$ cat src/rtl/multicycle_control_unit_if.sv
// Instruction-field and control-strobe bundle between the multicycle
// control unit (master) and the shared-memory datapath (slave).
interface multicycle_control_unit_if #(
  parameter int ALUC_W = 3
);
  logic [3:0]        Cond;
  logic [1:0]        Op;
  logic [5:0]        Funct;
  logic [3:0]        Rd;
  logic [11:0]       Src2;
  logic [3:0]        ALUFlags;

  logic              PCWrite;
  logic              AdrSrc;
  logic              MemWrite;
  logic              IRWrite;
  logic [1:0]        ResultSrc;
  logic              ALUSrcA;
  logic [1:0]        ALUSrcB;
  logic [1:0]        ImmSrc;
  logic [1:0]        RegSrc;
  logic              RegWrite;
  logic [ALUC_W-1:0] ALUControl;
  logic              Shift;
  logic [3:0]        State;

  modport master (
    input  Cond, Op, Funct, Rd, Src2, ALUFlags,
    output PCWrite, AdrSrc, MemWrite, IRWrite,
    output ResultSrc, ALUSrcA, ALUSrcB, ImmSrc,
    output RegSrc, RegWrite, ALUControl, Shift,
    output State
  );

  modport slave (
    output Cond, Op, Funct, Rd, Src2, ALUFlags,
    input  PCWrite, AdrSrc, MemWrite, IRWrite,
    input  ResultSrc, ALUSrcA, ALUSrcB, ImmSrc,
    input  RegSrc, RegWrite, ALUControl, Shift,
    input  State
  );
endinterface

$ cat src/rtl/multicycle_control_unit.sv
// Multicycle ARM control FSM with NZCV flags and latched condition.
// Optional CU_SHIFT_EN enables the Shift output for register-shifted MOV.
module multicycle_control_unit #(
  parameter int ALUC_W  = 3,
  parameter int MEM_LAT = 0
) (
  input logic clk,
  input logic reset,
  multicycle_control_unit_if.master bus
);

  localparam logic [3:0] S_FETCH    = 4'd0;
  localparam logic [3:0] S_DECODE   = 4'd1;
  localparam logic [3:0] S_MEMADR   = 4'd2;
  localparam logic [3:0] S_MEMREAD  = 4'd3;
  localparam logic [3:0] S_MEMWB    = 4'd4;
  localparam logic [3:0] S_MEMWRITE = 4'd5;
  localparam logic [3:0] S_EXECR    = 4'd6;
  localparam logic [3:0] S_EXECI    = 4'd7;
  localparam logic [3:0] S_ALUWB    = 4'd8;
  localparam logic [3:0] S_BRANCH   = 4'd9;

  localparam logic [3:0] LAT = 4'(MEM_LAT);

  localparam logic [3:0] C_ADD = 4'b0100;
  localparam logic [3:0] C_SUB = 4'b0010;
  localparam logic [3:0] C_AND = 4'b0000;
  localparam logic [3:0] C_ORR = 4'b1100;
  localparam logic [3:0] C_EOR = 4'b0001;
  localparam logic [3:0] C_MOV = 4'b1101;
  localparam logic [3:0] C_CMP = 4'b1010;

  logic [3:0] state_q, state_d;
  logic [3:0] cnt_q, cnt_d;
  logic [3:0] flags_q, flags_d;
  logic       condex_q, condex_d;

  logic [3:0] cmd;
  logic       cnt_done;
  logic       wait_st;
  logic       in_exec;
  logic       cond_ok;
  logic [1:0] flag_w;
  logic [2:0] aluc;
  logic       no_write;
  logic       shift_en;

  logic       pc_w, ir_w, mem_w, reg_w;
  logic       adr, srca;
  logic [1:0] res, srcb;

  assign cmd      = bus.Funct[4:1];
  assign cnt_done = (cnt_q == LAT);
  assign wait_st  = (state_q == S_FETCH) ||
                    (state_q == S_MEMREAD);
  assign in_exec  = (state_q == S_EXECR) ||
                    (state_q == S_EXECI);

  always_comb begin
    state_d = state_q;
    unique case (state_q)
      S_FETCH:
        if (cnt_done) state_d = S_DECODE;
      S_DECODE:
        unique case (bus.Op)
          2'b01:   state_d = S_MEMADR;
          2'b00:   state_d = bus.Funct[5] ? S_EXECI
                                          : S_EXECR;
          2'b10:   state_d = S_BRANCH;
          default: state_d = S_FETCH;
        endcase
      S_MEMADR:
        state_d = bus.Funct[0] ? S_MEMREAD
                               : S_MEMWRITE;
      S_MEMREAD:
        if (cnt_done) state_d = S_MEMWB;
      S_EXECR,
      S_EXECI:    state_d = S_ALUWB;
      S_MEMWB,
      S_MEMWRITE,
      S_ALUWB,
      S_BRANCH:   state_d = S_FETCH;
      default:    state_d = S_FETCH;
    endcase
  end

  // Staying in a wait state implies not done, so leaving always clears.
  always_comb begin
    cnt_d = '0;
    if (wait_st && !cnt_done) cnt_d = cnt_q + 4'd1;
  end

  logic fn, fz, fc, fv;
  assign {fn, fz, fc, fv} = flags_q;

  always_comb begin
    cond_ok = 1'b0;
    unique case (bus.Cond)
      4'b0000: cond_ok = fz;
      4'b0001: cond_ok = ~fz;
      4'b0010: cond_ok = fc;
      4'b0011: cond_ok = ~fc;
      4'b0100: cond_ok = fn;
      4'b0101: cond_ok = ~fn;
      4'b0110: cond_ok = fv;
      4'b0111: cond_ok = ~fv;
      4'b1000: cond_ok = fc & ~fz;
      4'b1001: cond_ok = ~fc | fz;
      4'b1010: cond_ok = (fn == fv);
      4'b1011: cond_ok = (fn != fv);
      4'b1100: cond_ok = ~fz & (fn == fv);
      4'b1101: cond_ok = fz | (fn != fv);
      4'b1110: cond_ok = 1'b1;
      default: cond_ok = 1'b0;
    endcase
  end

  assign condex_d = (state_q == S_DECODE) ? cond_ok
                                          : condex_q;

  always_comb begin
    aluc     = 3'b000;
    no_write = 1'b0;
    unique case (cmd)
      C_ADD:   aluc = 3'b000;
      C_SUB:   aluc = 3'b001;
      C_AND:   aluc = 3'b010;
      C_ORR:   aluc = 3'b011;
      C_EOR:   aluc = 3'b100;
      C_MOV:   aluc = 3'b101;
      C_CMP: begin
        aluc     = 3'b001;
        no_write = 1'b1;
      end
      default: aluc = 3'b000;
    endcase
  end

  assign flag_w[1] = bus.Funct[0];
  assign flag_w[0] = bus.Funct[0] &
                     ((cmd == C_ADD) ||
                      (cmd == C_SUB) ||
                      (cmd == C_CMP));

  always_comb begin
    flags_d = flags_q;
    if (in_exec && condex_q) begin
      if (flag_w[1]) flags_d[3:2] = bus.ALUFlags[3:2];
      if (flag_w[0]) flags_d[1:0] = bus.ALUFlags[1:0];
    end
  end

  always_ff @(posedge clk or posedge reset) begin
    if (reset) begin
      state_q  <= S_FETCH;
      cnt_q    <= '0;
      flags_q  <= '0;
      condex_q <= 1'b0;
    end else begin
      state_q  <= state_d;
      cnt_q    <= cnt_d;
      flags_q  <= flags_d;
      condex_q <= condex_d;
    end
  end

  always_comb begin
    pc_w  = 1'b0;
    ir_w  = 1'b0;
    mem_w = 1'b0;
    reg_w = 1'b0;
    adr   = 1'b0;
    srca  = 1'b0;
    res   = 2'b00;
    srcb  = 2'b00;
    unique case (state_q)
      S_FETCH: begin
        srca = 1'b1;
        srcb = 2'b10;
        res  = 2'b10;
        ir_w = cnt_done;
        pc_w = cnt_done;
      end
      S_DECODE: begin
        srca = 1'b1;
        srcb = 2'b10;
        res  = 2'b10;
      end
      S_MEMADR:  srcb = 2'b01;
      S_MEMREAD: adr  = 1'b1;
      S_MEMWB: begin
        res   = 2'b01;
        reg_w = condex_q;
        pc_w  = condex_q & (bus.Rd == 4'd15);
      end
      S_MEMWRITE: begin
        adr   = 1'b1;
        mem_w = condex_q;
      end
      S_EXECR: srcb = 2'b00;
      S_EXECI: srcb = 2'b01;
      // Rd=15 writeback also loads the PC through the result bus.
      S_ALUWB: begin
        reg_w = condex_q & ~no_write;
        pc_w  = condex_q & ~no_write &
                (bus.Rd == 4'd15);
      end
      S_BRANCH: begin
        srcb = 2'b01;
        res  = 2'b10;
        pc_w = condex_q;
      end
      default: ;
    endcase
  end

`ifdef CU_SHIFT_EN
  assign shift_en = (state_q == S_EXECR) &&
                    (cmd == C_MOV) &&
                    (bus.Src2[11:4] != 8'd0);
`else
  assign shift_en = 1'b0;
`endif

  always_comb begin
    bus.ALUControl = '0;
    if (in_exec) bus.ALUControl[2:0] = aluc;
  end

  assign bus.PCWrite   = pc_w;
  assign bus.IRWrite   = ir_w;
  assign bus.MemWrite  = mem_w;
  assign bus.RegWrite  = reg_w;
  assign bus.AdrSrc    = adr;
  assign bus.ALUSrcA   = srca;
  assign bus.ResultSrc = res;
  assign bus.ALUSrcB   = srcb;
  assign bus.ImmSrc    = bus.Op;
  assign bus.RegSrc    = {bus.Op == 2'b10,
                          bus.Op == 2'b01};
  assign bus.Shift     = shift_en;
  assign bus.State     = state_q;

endmodule

$ cat src/flat_wrapper.sv
// flat-port wrapper written by rule: the top's interface ports become plain ports
module multicycle_control_unit_flat 
#(
  parameter int ALUC_W  = 3,
  parameter int MEM_LAT = 0
)
  (clk, reset, bus_Cond, bus_Op, bus_Funct, bus_Rd, bus_Src2, bus_ALUFlags, bus_PCWrite, bus_AdrSrc, bus_MemWrite, bus_IRWrite, bus_ResultSrc, bus_ALUSrcA, bus_ALUSrcB, bus_ImmSrc, bus_RegSrc, bus_RegWrite, bus_ALUControl, bus_Shift, bus_State);
  multicycle_control_unit_if #(.ALUC_W(ALUC_W)) bus_i ();
  input logic clk;
  input logic reset;
  input wire logic [$bits(bus_i.Cond)-1:0] bus_Cond;
  input wire logic [$bits(bus_i.Op)-1:0] bus_Op;
  input wire logic [$bits(bus_i.Funct)-1:0] bus_Funct;
  input wire logic [$bits(bus_i.Rd)-1:0] bus_Rd;
  input wire logic [$bits(bus_i.Src2)-1:0] bus_Src2;
  input wire logic [$bits(bus_i.ALUFlags)-1:0] bus_ALUFlags;
  output wire logic [$bits(bus_i.PCWrite)-1:0] bus_PCWrite;
  output wire logic [$bits(bus_i.AdrSrc)-1:0] bus_AdrSrc;
  output wire logic [$bits(bus_i.MemWrite)-1:0] bus_MemWrite;
  output wire logic [$bits(bus_i.IRWrite)-1:0] bus_IRWrite;
  output wire logic [$bits(bus_i.ResultSrc)-1:0] bus_ResultSrc;
  output wire logic [$bits(bus_i.ALUSrcA)-1:0] bus_ALUSrcA;
  output wire logic [$bits(bus_i.ALUSrcB)-1:0] bus_ALUSrcB;
  output wire logic [$bits(bus_i.ImmSrc)-1:0] bus_ImmSrc;
  output wire logic [$bits(bus_i.RegSrc)-1:0] bus_RegSrc;
  output wire logic [$bits(bus_i.RegWrite)-1:0] bus_RegWrite;
  output wire logic [$bits(bus_i.ALUControl)-1:0] bus_ALUControl;
  output wire logic [$bits(bus_i.Shift)-1:0] bus_Shift;
  output wire logic [$bits(bus_i.State)-1:0] bus_State;
  assign bus_i.Cond = bus_Cond;
  assign bus_i.Op = bus_Op;
  assign bus_i.Funct = bus_Funct;
  assign bus_i.Rd = bus_Rd;
  assign bus_i.Src2 = bus_Src2;
  assign bus_i.ALUFlags = bus_ALUFlags;
  assign bus_PCWrite = bus_i.PCWrite;
  assign bus_AdrSrc = bus_i.AdrSrc;
  assign bus_MemWrite = bus_i.MemWrite;
  assign bus_IRWrite = bus_i.IRWrite;
  assign bus_ResultSrc = bus_i.ResultSrc;
  assign bus_ALUSrcA = bus_i.ALUSrcA;
  assign bus_ALUSrcB = bus_i.ALUSrcB;
  assign bus_ImmSrc = bus_i.ImmSrc;
  assign bus_RegSrc = bus_i.RegSrc;
  assign bus_RegWrite = bus_i.RegWrite;
  assign bus_ALUControl = bus_i.ALUControl;
  assign bus_Shift = bus_i.Shift;
  assign bus_State = bus_i.State;
  multicycle_control_unit #(.ALUC_W(ALUC_W), .MEM_LAT(MEM_LAT)) u_core (.clk(clk), .reset(reset), .bus(bus_i));
endmodule
$ cat config.mk
export PLATFORM = sky130hd
export DESIGN_NAME = multicycle_control_unit_flat
export DESIGN_NICKNAME = d
export VERILOG_FILES = /design/src/rtl/multicycle_control_unit_if.sv /design/src/rtl/multicycle_control_unit.sv /design/src/flat_wrapper.sv
export SDC_FILE = /design/constraint.sdc
export NUM_CORES = 1
export LEC_CHECK = 0
export CAP_MARGIN = 20
export CELL_PAD_IN_SITES_DETAIL_PLACEMENT = 2
export CELL_PAD_IN_SITES_GLOBAL_PLACEMENT = 2
export CORE_AREA = 2 2 53 104
export DETAILED_ROUTE_END_ITERATION = 12
export DIE_AREA = 0 0 55 106
export PLACE_DENSITY_LB_ADDON = 0.3
export SYNTH_ARGS = -nofsm -noshare
export SYNTH_HDL_FRONTEND = slang
export SYNTH_SLANG_ARGS = --single-unit
$ cat constraint.sdc
create_clock -name clk -period 3.7 [get_ports clk]
set_input_delay 0.555 -clock clk [delete_from_list [all_inputs] [get_ports clk]]
set_output_delay 0.555 -clock clk [all_outputs]
set_load 0.02 [all_outputs]
# == Word level (Yosys, flattened, before mapping) ==
# Cells that the tools add are included.
# totals
output_inout_bits,22
word_cells,95
register_bits,13
input_bits,34
# op_classes
n_eq_ne,36
n_reduce_logical,21
mux,19
addsub,1
bitwise,13
# op_table
op,n
$eq A4 B4 Y1 const B,13
$eq A4 B3 Y1 const B,9
$eq A4 B2 Y1 const B,5
$pmux W4 S5,1
$logic_not A4 Y1,4
$pmux W1 S15,1
$pmux W3 S5,1
$eq A4 B1 Y1 const B,3
$mux W4,3
$pmux W4 S3,1
$pmux W2 S2,2
$reduce_or A2 Y1,4
$and A1 B1 Y1,6
$mux W1,6
$mux W3,2
$reduce_and A2 Y1,3
$reduce_or A3 Y1,2
$not A1 Y1,5
$add A4 B1 Y4 const B,1
$logic_or A1 B1 Y1,4
$ne A2 B1 Y1 const B,2
$pmux W1 S4,1
$eq A2 B1 Y1 const B,1
$eq A2 B2 Y1 const B,1
7 further kinds,9

# == Logic depth before layout (Yosys ltp) ==
# logic_depth
ltp_word,6
mapped_depth,6
ltp_nobuf,6

# == Worst setup path after synthesis ==
# Ideal clock, no wire load.
# synth_path
path_type,reg-to-output
start,reg u_core.state_q[1] (netlist: u_core.bus.State[1])
end,out bus_IRWrite
path_buffers,2
t_required_ns,3.145
arrival_ns,1.592
setup_slack_ns,1.553
path_stages_with_launch,4
cell_sequence,dfrtp_1 -> buf_2 -> clkbuf_1 -> nor4_1
# synth_between
elab_chain_len,2
# synth_rtl
item,line,rtl
start: declaration,multicycle_control_unit.sv:33,"logic [3:0] state_q, state_d;"
start signal: assignment,multicycle_control_unit.sv:160,state_q <= state_d;
$logic_not A4 Y1,multicycle_control_unit.sv:176,unique case (state_q)
$mux W1,multicycle_control_unit.sv:176,
end: declaration,flat_wrapper.sv:20,output wire logic [$bits(bus_i.IRWrite)-1:0] bus_IRWrite;
# No other way between the ends.

# == Worst setup path in the final report ==
# layout_path
start,in bus_Funct[3]
end,out bus_PCWrite
# layout_between
elab_chain_len,6
# layout_rtl
item,line,rtl
start: declaration,flat_wrapper.sv:13,input wire logic [$bits(bus_i.Funct)-1:0] bus_Funct;
$eq A4 B4 Y1,multicycle_control_unit.sv:124,unique case (cmd)
$mux W1,multicycle_control_unit.sv:124,
$not A1 Y1,multicycle_control_unit.sv:205,pc_w = condex_q & ~no_write &
$and A1 B1 Y1 (2 in a row),multicycle_control_unit.sv:205,
$pmux W1 S4,multicycle_control_unit.sv:176,
end: declaration,flat_wrapper.sv:17,output wire logic [$bits(bus_i.PCWrite)-1:0] bus_PCWrite;
# No other way between the ends.

==> reports/results.ini <==
[run_status]
outcome = complete, no violations

[critical_path]
slowest_stage = clkdlybuf4s50_1
cp_cell_sequence = clkdlybuf4s50_1 > nor2_1 > and3_1 > o21ai_0 > nand3_1 > o32ai_1 > clkdlybuf4s50_1
end_kind = output port
slowest_delay_ns = 0.66
worst-path-buf-inv = 2
worstPathMaxFanout = 4
start_kind = primary input
crit_family = buffers and inverters
cpMostUsedCell = clkdlybuf4s50_1
cp.required_ns = 3.14
critPathKind = primary input to output port
arrival_ns = 2.45

[die]
die_area_um2 = 5830
die_h_um = 106
ioPinCount = 56
core_region_area_um2 = 5092
die_x_um = 55
start_util = 0.2081
rows = 37

[clock_tree]
post_cts_resized = 0
clockBufferDepth = 2
path_clk_slew_ns = 0.06
cts.sinks = 13
postCtsSetupRepairBufs = 0
hold_buffers = 0
cts_tree = built
insertion_delay_ns = 0.24
root_buffer = clkbuf_8
cts_inserted_buffers = 3
htreeDepth = 1

[logic_synthesis]
netlist.top_cell.by_area = dfrtp_1
synth_warnings = 0
synth_top_area_frac = 0.3070
synth_sequential_area_ratio = 0.3070
post-synth-top-count-cell = nor2_1
avgSynthCellArea_um2 = 8.090
synthCells = 131
synth_top_flop_cell = dfrtp_1
netlist_area_um2 = 1060
syn_nets = 167
synth_edf_count = 0
synthDistinctLibCells = 42
synth.area.top_cells = dfrtp_1 (31%), nor2_1 (5.0%), a21oi_1 (3.8%), nor3_1 (3.8%), mux2_2 (3.2%)
synth_seq_cells = 13
synth_common_cells = nor2_1 (14), dfrtp_1 (13)
async_reset_ff_frac = 1.000

[sta]
max_freq_mhz = 333.1
slew_violations = 0
rsz0062_at_grt = false
holdWs_ns = 0.4962
tightest_slew_ns = 0.7627
setup_slack_ns = 0.6976
setup_viol = 0
finalCriticalPeriod_ns = 3.002
slew-limit-headroom = 0.4915
period_share = 0.8115
finalHoldViolCount = 0
setup_tns_ns = 0
skew_ns = 0.003032

[pwr]
p_leak_nw = 0.6145
p_per_area_nw_per_um2 = 622.8
power_mw = 0.9585
ir_drop_v = 0.0003860

[route]
drt_wl_total_mm = 3.654
detail_route.wl_per_cell_um = 16.24
vias = 1099
drtIter0Drc = 18
viasPerCell = 4.884
drtPass1Iterations = 3
postRouteAntennaNets = 0
post-route-drc-count = 0

[layout]
multi_input_area_um2 = 645.6
seq_area_um2 = 325.3
fillers = 604
syn_to_final_growth_pct = 45.22
finalInstanceArea_um2 = 1539
fin_cells = 225
nets = 204
diodes = 0
final_util = 0.3022
drive_gt1_frac = 0.04790

[placed_design]
dpl.hpwl_mm = 2.997
dp.cells = 221
place_congestion = 0.6813
placed_cell_area_um2 = 1494
pre_cts_ws_ns = 0.6850
io_buffer_count = 42

[worst_hold_path]
min_path_type = flip-flop to flip-flop

[grt]
grt_overflow_total = 0
grt_pass1_vias = 1336
grt_max_degree = 21
grt.total_usage = 0.1376
antenna_found_initial = 0
grt_pass1_wl_mm = 6.085

[run]
drv_cap = 0

==> area by class of cell <==
cell class,instances,area share
Multi-Input combinational cell,100,0.4195
Timing Repair Buffer,42,0.2732
Sequential cell,13,0.2114
Tap cell,58,0.04715
Clock buffer,4,0.02927
Inverter,8,0.01951
==> layout by cell type, fill, tap and decap left out, types with 3 or more instances in the layout <==
cell	Yosys	routed
clkdlybuf4s50_1	0	42
nor2_1	14	14
dfrtp_1	13	13
nand2_1	8	8
a21oi_1	8	8
nor3_1	8	8
inv_1	8	8
nand2b_1	5	5
o21ai_0	5	5
nand4_1	4	4
a31oi_1	4	4
nor2b_1	3	3
xor2_1	3	3
xnor2_1	3	3
mux2_2	3	3
clkbuf_8	0	3
==> cells by family (layout without fill, tap and decap cells) <==
family | after synthesis | after routing | synth area share
flip-flops | 13 | 13 | 0.3070
other | 1 | 1 | 0.003539
AND/OR/NAND/NOR | 58 | 58 | 0.3058
adder cells (fa/ha/maj) | 2 | 2 | 0.02361
buffers and inverters | 18 | 54 | 0.08382
multiplexers | 7 | 7 | 0.07202
XOR/XNOR | 6 | 6 | 0.04960
AO/OA/AOI/OAI | 26 | 26 | 0.1547
==> worst paths after layout <==
check | from | endpoint | slack [ns] | depth (start not counted)
setup / recovery | bus_Funct[3] | bus_PCWrite | 0.70 | 7
setup reg to reg | u_core.bus.State[1] | u_core.flags_q[0] | 1.65 | 3
hold / removal | u_core.cnt_q[0] | u_core.cnt_q[0] | 0.50 | 1
max in group asynchronous | reset | u_core.flags_q[3] | 2.70 | 2
hold reg to reg | u_core.cnt_q[0] | u_core.cnt_q[0] | 0.50 | 1
min in group asynchronous | reset | u_core.cnt_q[2] | 0.65 | 2
==> registers in the layout, summed over array words and instances, names as in the netlist <==
name / cells
u_core.flags_q: 4
u_core.condex_q: 1
u_core.cnt_q: 4
u_core.bus.State: 4
==> power breakdown <==
group | total [mW] | switching (mW) | internal, mW
clock network | 0.126 | 0.0499 | 0.0760
registers | 0.283 | 0.104 | 0.180
logic | 0.549 | 0.273 | 0.276
==> routing by layer <==
metal | track usage | up-vias | wire, um
met4 | 0.03136 | 0 | 14
met2 | 0.2704 | 23 | 2250
met1 | 0.1396 | 544 | 1262
met5 | 0 | - | 0
li1 | - | 530 | -
met3 | 0.01826 | 2 | 128
No activity file was read; power rests on OpenSTA's default activity.
